===== src/rtl/phase_timer_if.sv =====
// phase_timer_if: game-control handshake to the phase sequencer and its HUD/phase outputs
interface phase_timer_if #(parameter int CNT_W = 16) ();
  logic             i_start;
  logic             i_pause;
  logic             i_skip;
  logic [1:0]       o_state_game;
  logic             o_phase_change;
  logic [CNT_W-1:0] o_ticks_left;
  logic             o_running;
  modport master (output i_start, i_pause, i_skip,
                  input  o_state_game, o_phase_change, o_ticks_left, o_running);
  modport slave  (input  i_start, i_pause, i_skip,
                  output o_state_game, o_phase_change, o_ticks_left, o_running);
endinterface


===== src/rtl/phase_timer.sv =====
// phase_timer: cycles the game through timed phases with start, pause, skip and a HUD countdown
module phase_timer #(
  parameter int TICK_DIV   = 1_000_000,
  parameter int NUM_PHASES = 2,
  parameter int DUR0       = 125,
  parameter int DUR1       = 125,
  parameter int DUR2       = 125,
  parameter int DUR3       = 125,
  parameter int CNT_W      = 16
) (
  input logic         i_clk,
  input logic         i_rst,
  phase_timer_if.slave bus
);
  localparam int PW = $clog2(TICK_DIV);
  typedef enum logic [1:0] {IDLE, RUN, PAUSED} state_t;
  state_t           st;
  logic [PW-1:0]    presc;
  logic [1:0]       game;
  logic [CNT_W-1:0] ticks;
  logic             pc;
  logic             running;
  logic             tick;
  logic             cnt_en;
  logic             adv;
  logic [1:0]       nxt;
  function automatic logic [CNT_W-1:0] dur(input logic [1:0] p);
    return p == 2'd0 ? CNT_W'(DUR0) :
           p == 2'd1 ? CNT_W'(DUR1) :
           p == 2'd2 ? CNT_W'(DUR2) : CNT_W'(DUR3);
  endfunction
  // Leaving PAUSED counts on the same edge, so a k-cycle pause costs exactly k cycles
  always_comb begin
    tick   = presc == PW'(TICK_DIV - 1);
    cnt_en = !bus.i_start && !bus.i_pause && st != IDLE;
    adv    = cnt_en && ((st == RUN && bus.i_skip) || (tick && ticks == CNT_W'(1)));
    nxt    = game == 2'(NUM_PHASES - 1) ? 2'd0 : game + 2'd1;
  end
  always_ff @(posedge i_clk) begin
    if (i_rst) begin
      st      <= IDLE;
      presc   <= '0;
      game    <= '0;
      ticks   <= CNT_W'(DUR0);
      pc      <= 1'b0;
      running <= 1'b0;
    end else begin
      pc <= 1'b0;
      if (bus.i_start) begin
        st      <= RUN;
        presc   <= '0;
        game    <= '0;
        ticks   <= CNT_W'(DUR0);
        pc      <= 1'b1;
        running <= 1'b1;
      end else if (st != IDLE) begin
        st      <= bus.i_pause ? PAUSED : RUN;
        running <= !bus.i_pause;
        if (adv) begin
          game  <= nxt;
          ticks <= dur(nxt);
          presc <= '0;
          pc    <= 1'b1;
        end else if (cnt_en) begin
          presc <= tick ? '0 : presc + 1'b1;
          if (tick) ticks <= ticks - 1'b1;
        end
      end
    end
  end
  assign bus.o_state_game   = game;
  assign bus.o_ticks_left   = ticks;
  assign bus.o_phase_change = pc;
  assign bus.o_running      = running;
endmodule

===== src/flat_wrapper.sv =====
// flat-port wrapper written by rule: the top's interface ports become plain ports
module phase_timer_flat 
#(
  parameter int TICK_DIV   = 1_000_000,
  parameter int NUM_PHASES = 2,
  parameter int DUR0       = 125,
  parameter int DUR1       = 125,
  parameter int DUR2       = 125,
  parameter int DUR3       = 125,
  parameter int CNT_W      = 16
)
  (i_clk, i_rst, bus_i_start, bus_i_pause, bus_i_skip, bus_o_state_game, bus_o_phase_change, bus_o_ticks_left, bus_o_running);
  phase_timer_if #(.CNT_W(CNT_W)) bus_i ();
  input logic i_clk;
  input logic i_rst;
  input wire logic [$bits(bus_i.i_start)-1:0] bus_i_start;
  input wire logic [$bits(bus_i.i_pause)-1:0] bus_i_pause;
  input wire logic [$bits(bus_i.i_skip)-1:0] bus_i_skip;
  output wire logic [$bits(bus_i.o_state_game)-1:0] bus_o_state_game;
  output wire logic [$bits(bus_i.o_phase_change)-1:0] bus_o_phase_change;
  output wire logic [$bits(bus_i.o_ticks_left)-1:0] bus_o_ticks_left;
  output wire logic [$bits(bus_i.o_running)-1:0] bus_o_running;
  assign bus_i.i_start = bus_i_start;
  assign bus_i.i_pause = bus_i_pause;
  assign bus_i.i_skip = bus_i_skip;
  assign bus_o_state_game = bus_i.o_state_game;
  assign bus_o_phase_change = bus_i.o_phase_change;
  assign bus_o_ticks_left = bus_i.o_ticks_left;
  assign bus_o_running = bus_i.o_running;
  phase_timer #(.TICK_DIV(TICK_DIV), .NUM_PHASES(NUM_PHASES), .DUR0(DUR0), .DUR1(DUR1), .DUR2(DUR2), .DUR3(DUR3), .CNT_W(CNT_W)) u_core (.i_clk(i_clk), .i_rst(i_rst), .bus(bus_i));
endmodule

===== config.mk =====
export PLATFORM = sky130hd
export DESIGN_NAME = phase_timer_flat
export DESIGN_NICKNAME = d
export VERILOG_FILES = /design/src/rtl/phase_timer_if.sv /design/src/rtl/phase_timer.sv /design/src/flat_wrapper.sv
export SDC_FILE = /design/constraint.sdc
export NUM_CORES = 1
export LEC_CHECK = 0
export ABC_AREA = 1
export ABC_CLOCK_PERIOD_IN_PS = 1500
export BUFFER_PORTS_ARGS = -buffer_cell sky130_fd_sc_hd__buf_4
export CORE_MARGIN = 1.5
export CORE_UTILIZATION = 54
export CTS_BUF_LIST = sky130_fd_sc_hd__clkbuf_2 sky130_fd_sc_hd__clkbuf_4 sky130_fd_sc_hd__clkbuf_8
export CTS_CLUSTER_SIZE = 25
export DETAILED_ROUTE_END_ITERATION = 7
export PLACE_DENSITY = 0.78
export RECOVER_POWER = 100
export SLEW_MARGIN = 20
export SYNTH_ARGS = -nofsm -noshare
export SYNTH_HDL_FRONTEND = slang
export SYNTH_SLANG_ARGS = --single-unit

===== constraint.sdc =====
create_clock -name i_clk -period 1.5 [get_ports i_clk]
set_input_delay 0.225 -clock i_clk [delete_from_list [all_inputs] [get_ports i_clk]]
set_output_delay 0.225 -clock i_clk [all_outputs]
set_load 0.01 [all_outputs]

==> metrics.txt <==
status=finished, violations left; violated checks=negative setup slack; largest net degree at the start of global routing=14; vias in the first global route=2,459; clock skew=9.22 ps; Die H=66.3 um; post-route insts no fill=458; vias post-DR=2,849; leading area contributor after synthesis=dfxtp_1; RSZ-0062 raised after global routing=true; PD cells=576 nW/um^2; arrival time worst endpoint=just under 2000 ps; worst vdd ir=0.553 mV; worst-path fanout max=4; Synthesized Nets=319; Worst path slowest cell=dfxtp_1; Inst Count DP=433; FF+latch count, synth=41; Post-synth EDFFs=0; fin crit share=1.14; Distinct cells, synth=34; port bufs=24; NumNets Final=417; first-pass GRT wire length=between 10,000 and 15,000 um; Final Routed Wirelength=9570 um; Worst Min Path Start=i_rst; CP cell instances=nand2_1 > nor3_4 > nand3_4 > inv_2 > nand4_1 > buf_6 > nor2_4 > nand2_1 > o21ai_1; fin. max-slew vios=0; FF-to-FF Start=u_core.presc[19]; ratio of cells with drive above 1 in the final layout=0.495; Wirelength per Cell=about 21 um; asr flop ratio synth=0; # fillers=144; H-Tree Depth=2; DRT iter0 DRCs=435; Core Box Area=3740 sq um; # clock sinks=41; syn_area_per_cell=6.96 sq um; Tmin final=1710 ps; P&R area growth vs syn=59.1%; clock network latency to the later pin of the worst-skew pair=300 ps; MaxCap Viol Count=0; yosys synthesis warning count=0; Global Route Usage Sum=0.336; top post-synthesis cells by area=dfxtp_1 38%, nor2_1 11%, nand2_1 10%, inv_1 5.9%, xor2_1 4.0%; final setup margin=-210 ps; cell count after synthesis=311; die area=4400 sq um; highest cell delay on the worst timing path=around 380 ps; # setup viols final=38; Die Wd=66.3 um; hpwl dp=4270 um; ys flop type=dfxtp_1; max_slew headroom=0.728; Hold Vio Cnt, Final=0; dominant cell type by count on the critical path=nand2_1; worst setup path class=reg -> reg; initial antenna violation count=0; via/cell ratio=just over 6; Starting Density=0.578; area of the multi-input gates=about 1500 sq um; Residual DRC=0; number of buffers created by CTS=5; Static Leakage=1.45 nW; crit path launch=u_core.presc[19]; num rows=22; detailed-router iteration count before antenna repair=6; IO Count=25; worst min path class=in -> reg; WP data required=1730 ps; GRT overflow=0; TritonCTS clock tree=done; Storage cell area=843 sq um; clock-pin slew on the worst setup and hold paths=90 ps; top-area cell type share of the netlist area=0.379; clock root buffer=clkbuf_8; register area share after synthesis=0.379; register-to-register setup slack=-210 ps; synthesized area=2160 sq um; n_diodes=0; antenna-violating nets left=0; Post-CTS Hold Fix Bufs=0; CP startpoint kind=flip-flop; Max Fclk=0.585 GHz; Max Root-Sink Buffers=2; Worst setup EP type=flip-flop; Worst-Margin Slew=405 ps; top cell types by occurrence after synthesis=63 x nor2_1, 60 x nand2_1, 41 x dfxtp_1; top-count cell post-synth=nor2_1; Final TNS setup=-4520 ps; GP Congestion=0.931
[sequential cells by signal (all words and copies together), names as in the netlist]
name / cells
u_core.bus.o_phase_change: 1
u_core.presc: 20
u_core.bus.o_ticks_left: 16
u_core.st: 2
u_core.bus.o_state_game: 2
[per-stage QoR]
step                      hold slack [ps]  setup WS, ps  total power [mW]  utilization  instance area (sq um)
final                                 102          -210              1.99        0.920                   3440
after global routing                  117          -276              2.03        0.920                   3440
after CTS                            97.7         -80.4              1.95        0.833                   3120
after floorplan                       294          3.73              1.17            -                   2180
after global placement                408         -53.7              1.23        0.752                   2820
after detailed placement              410          -126              1.23        0.752                   2820
[worst paths after layout]
path                                                     to  depth (start not counted)
worst max-delay path            u_core.bus.o_ticks_left[13]                          9
worst min-delay path                           u_core.st[0]                          2
worst max register to register  u_core.bus.o_ticks_left[13]                          9
worst min register to register   u_core.bus.o_state_game[1]                          2
[metal layers]
metal,track usage,part of all wire,up-vias
li1,-,-,1198
met1,0.404,0.37,1310
met2,0.589,0.46,262
met3,0.0613,0.10,79
met4,0.130,0.067,0
met5,0,0,-
[cell type report]
cell class                 count  area share
clock inverter                 3     0.00509
timing repair inverter         1     0.00254
multi-input combinational    226       0.444
clock buffer                   5      0.0200
timing repair buffer          94       0.218
tap                           48      0.0174
inverter                      40      0.0490
sequential                    41       0.245
[power breakdown]
part / switching (mW) / internal (mW) / total (mW)
sequential: 0.00418 / 1.09 / 1.09
combinational: 0.0882 / 0.0669 / 0.155
clock: 0.415 / 0.322 / 0.736
total: 0.507 / 1.48 / 1.99
[cells in the final DEF (no fill, tap or decap), types with 3 or more instances in the layout]
| cell | Yosys | routed |
|---|---|---|
| buf_4 | 1 | 77 |
| nand2_1 | 60 | 46 |
| nor2_1 | 63 | 41 |
| dfxtp_1 | 41 | 27 |
| inv_1 | 34 | 26 |
| nor2_2 | 4 | 16 |
| dfxtp_2 | 0 | 12 |
| inv_2 | 5 | 11 |
| nand2_2 | 4 | 11 |
| nor2_4 | 0 | 10 |
| xor2_1 | 10 | 10 |
| buf_6 | 2 | 10 |
| nand3_1 | 16 | 9 |
| a21oi_1 | 12 | 9 |
| nand2_4 | 2 | 7 |
| nand3_4 | 0 | 6 |
| nor3_2 | 2 | 6 |
| o21ai_1 | 4 | 6 |
| nand4_1 | 5 | 5 |
| nor3_1 | 11 | 5 |
| clkbuf_8 | 0 | 5 |
| clkbuf_1 | 1 | 5 |
| o21ai_0 | 8 | 4 |
| nor3_4 | 2 | 4 |
| nand3_2 | 3 | 4 |
| a21oi_2 | 0 | 3 |
| o21bai_1 | 3 | 3 |
[repair_timing]
action / in CTS / in global routing
endpoints found under the setup margin: 37 / 38
pin swaps: 20 / 34
gates cloned: 1 / 0
resized for setup: 37 / 87
setup buffers: 9 / 9
[critical path, delay by kind of cell, from the launching register on]
family / cells / cell delay, ps
buffers and inverters: 2 / 290
AND/OR/NAND/NOR: 6 / 850
AO/OA/AOI/OAI: 1 / 110
flip-flops: 1 / 380
[logic make-up (layout without fill, tap and decap cells)]
family                     count (synthesis)  after routing  synth area share
adders and majority gates                  3              3            0.0173
buffers and inverters                     44            143            0.0855
AOI/OAI and AO/OA                         37             37             0.103
xor gates and xnor gates                  10             10            0.0405
and+or+nand+nor                          176            176             0.375
DFF                                       41             41             0.379
(Power assumes the default switching activity.)
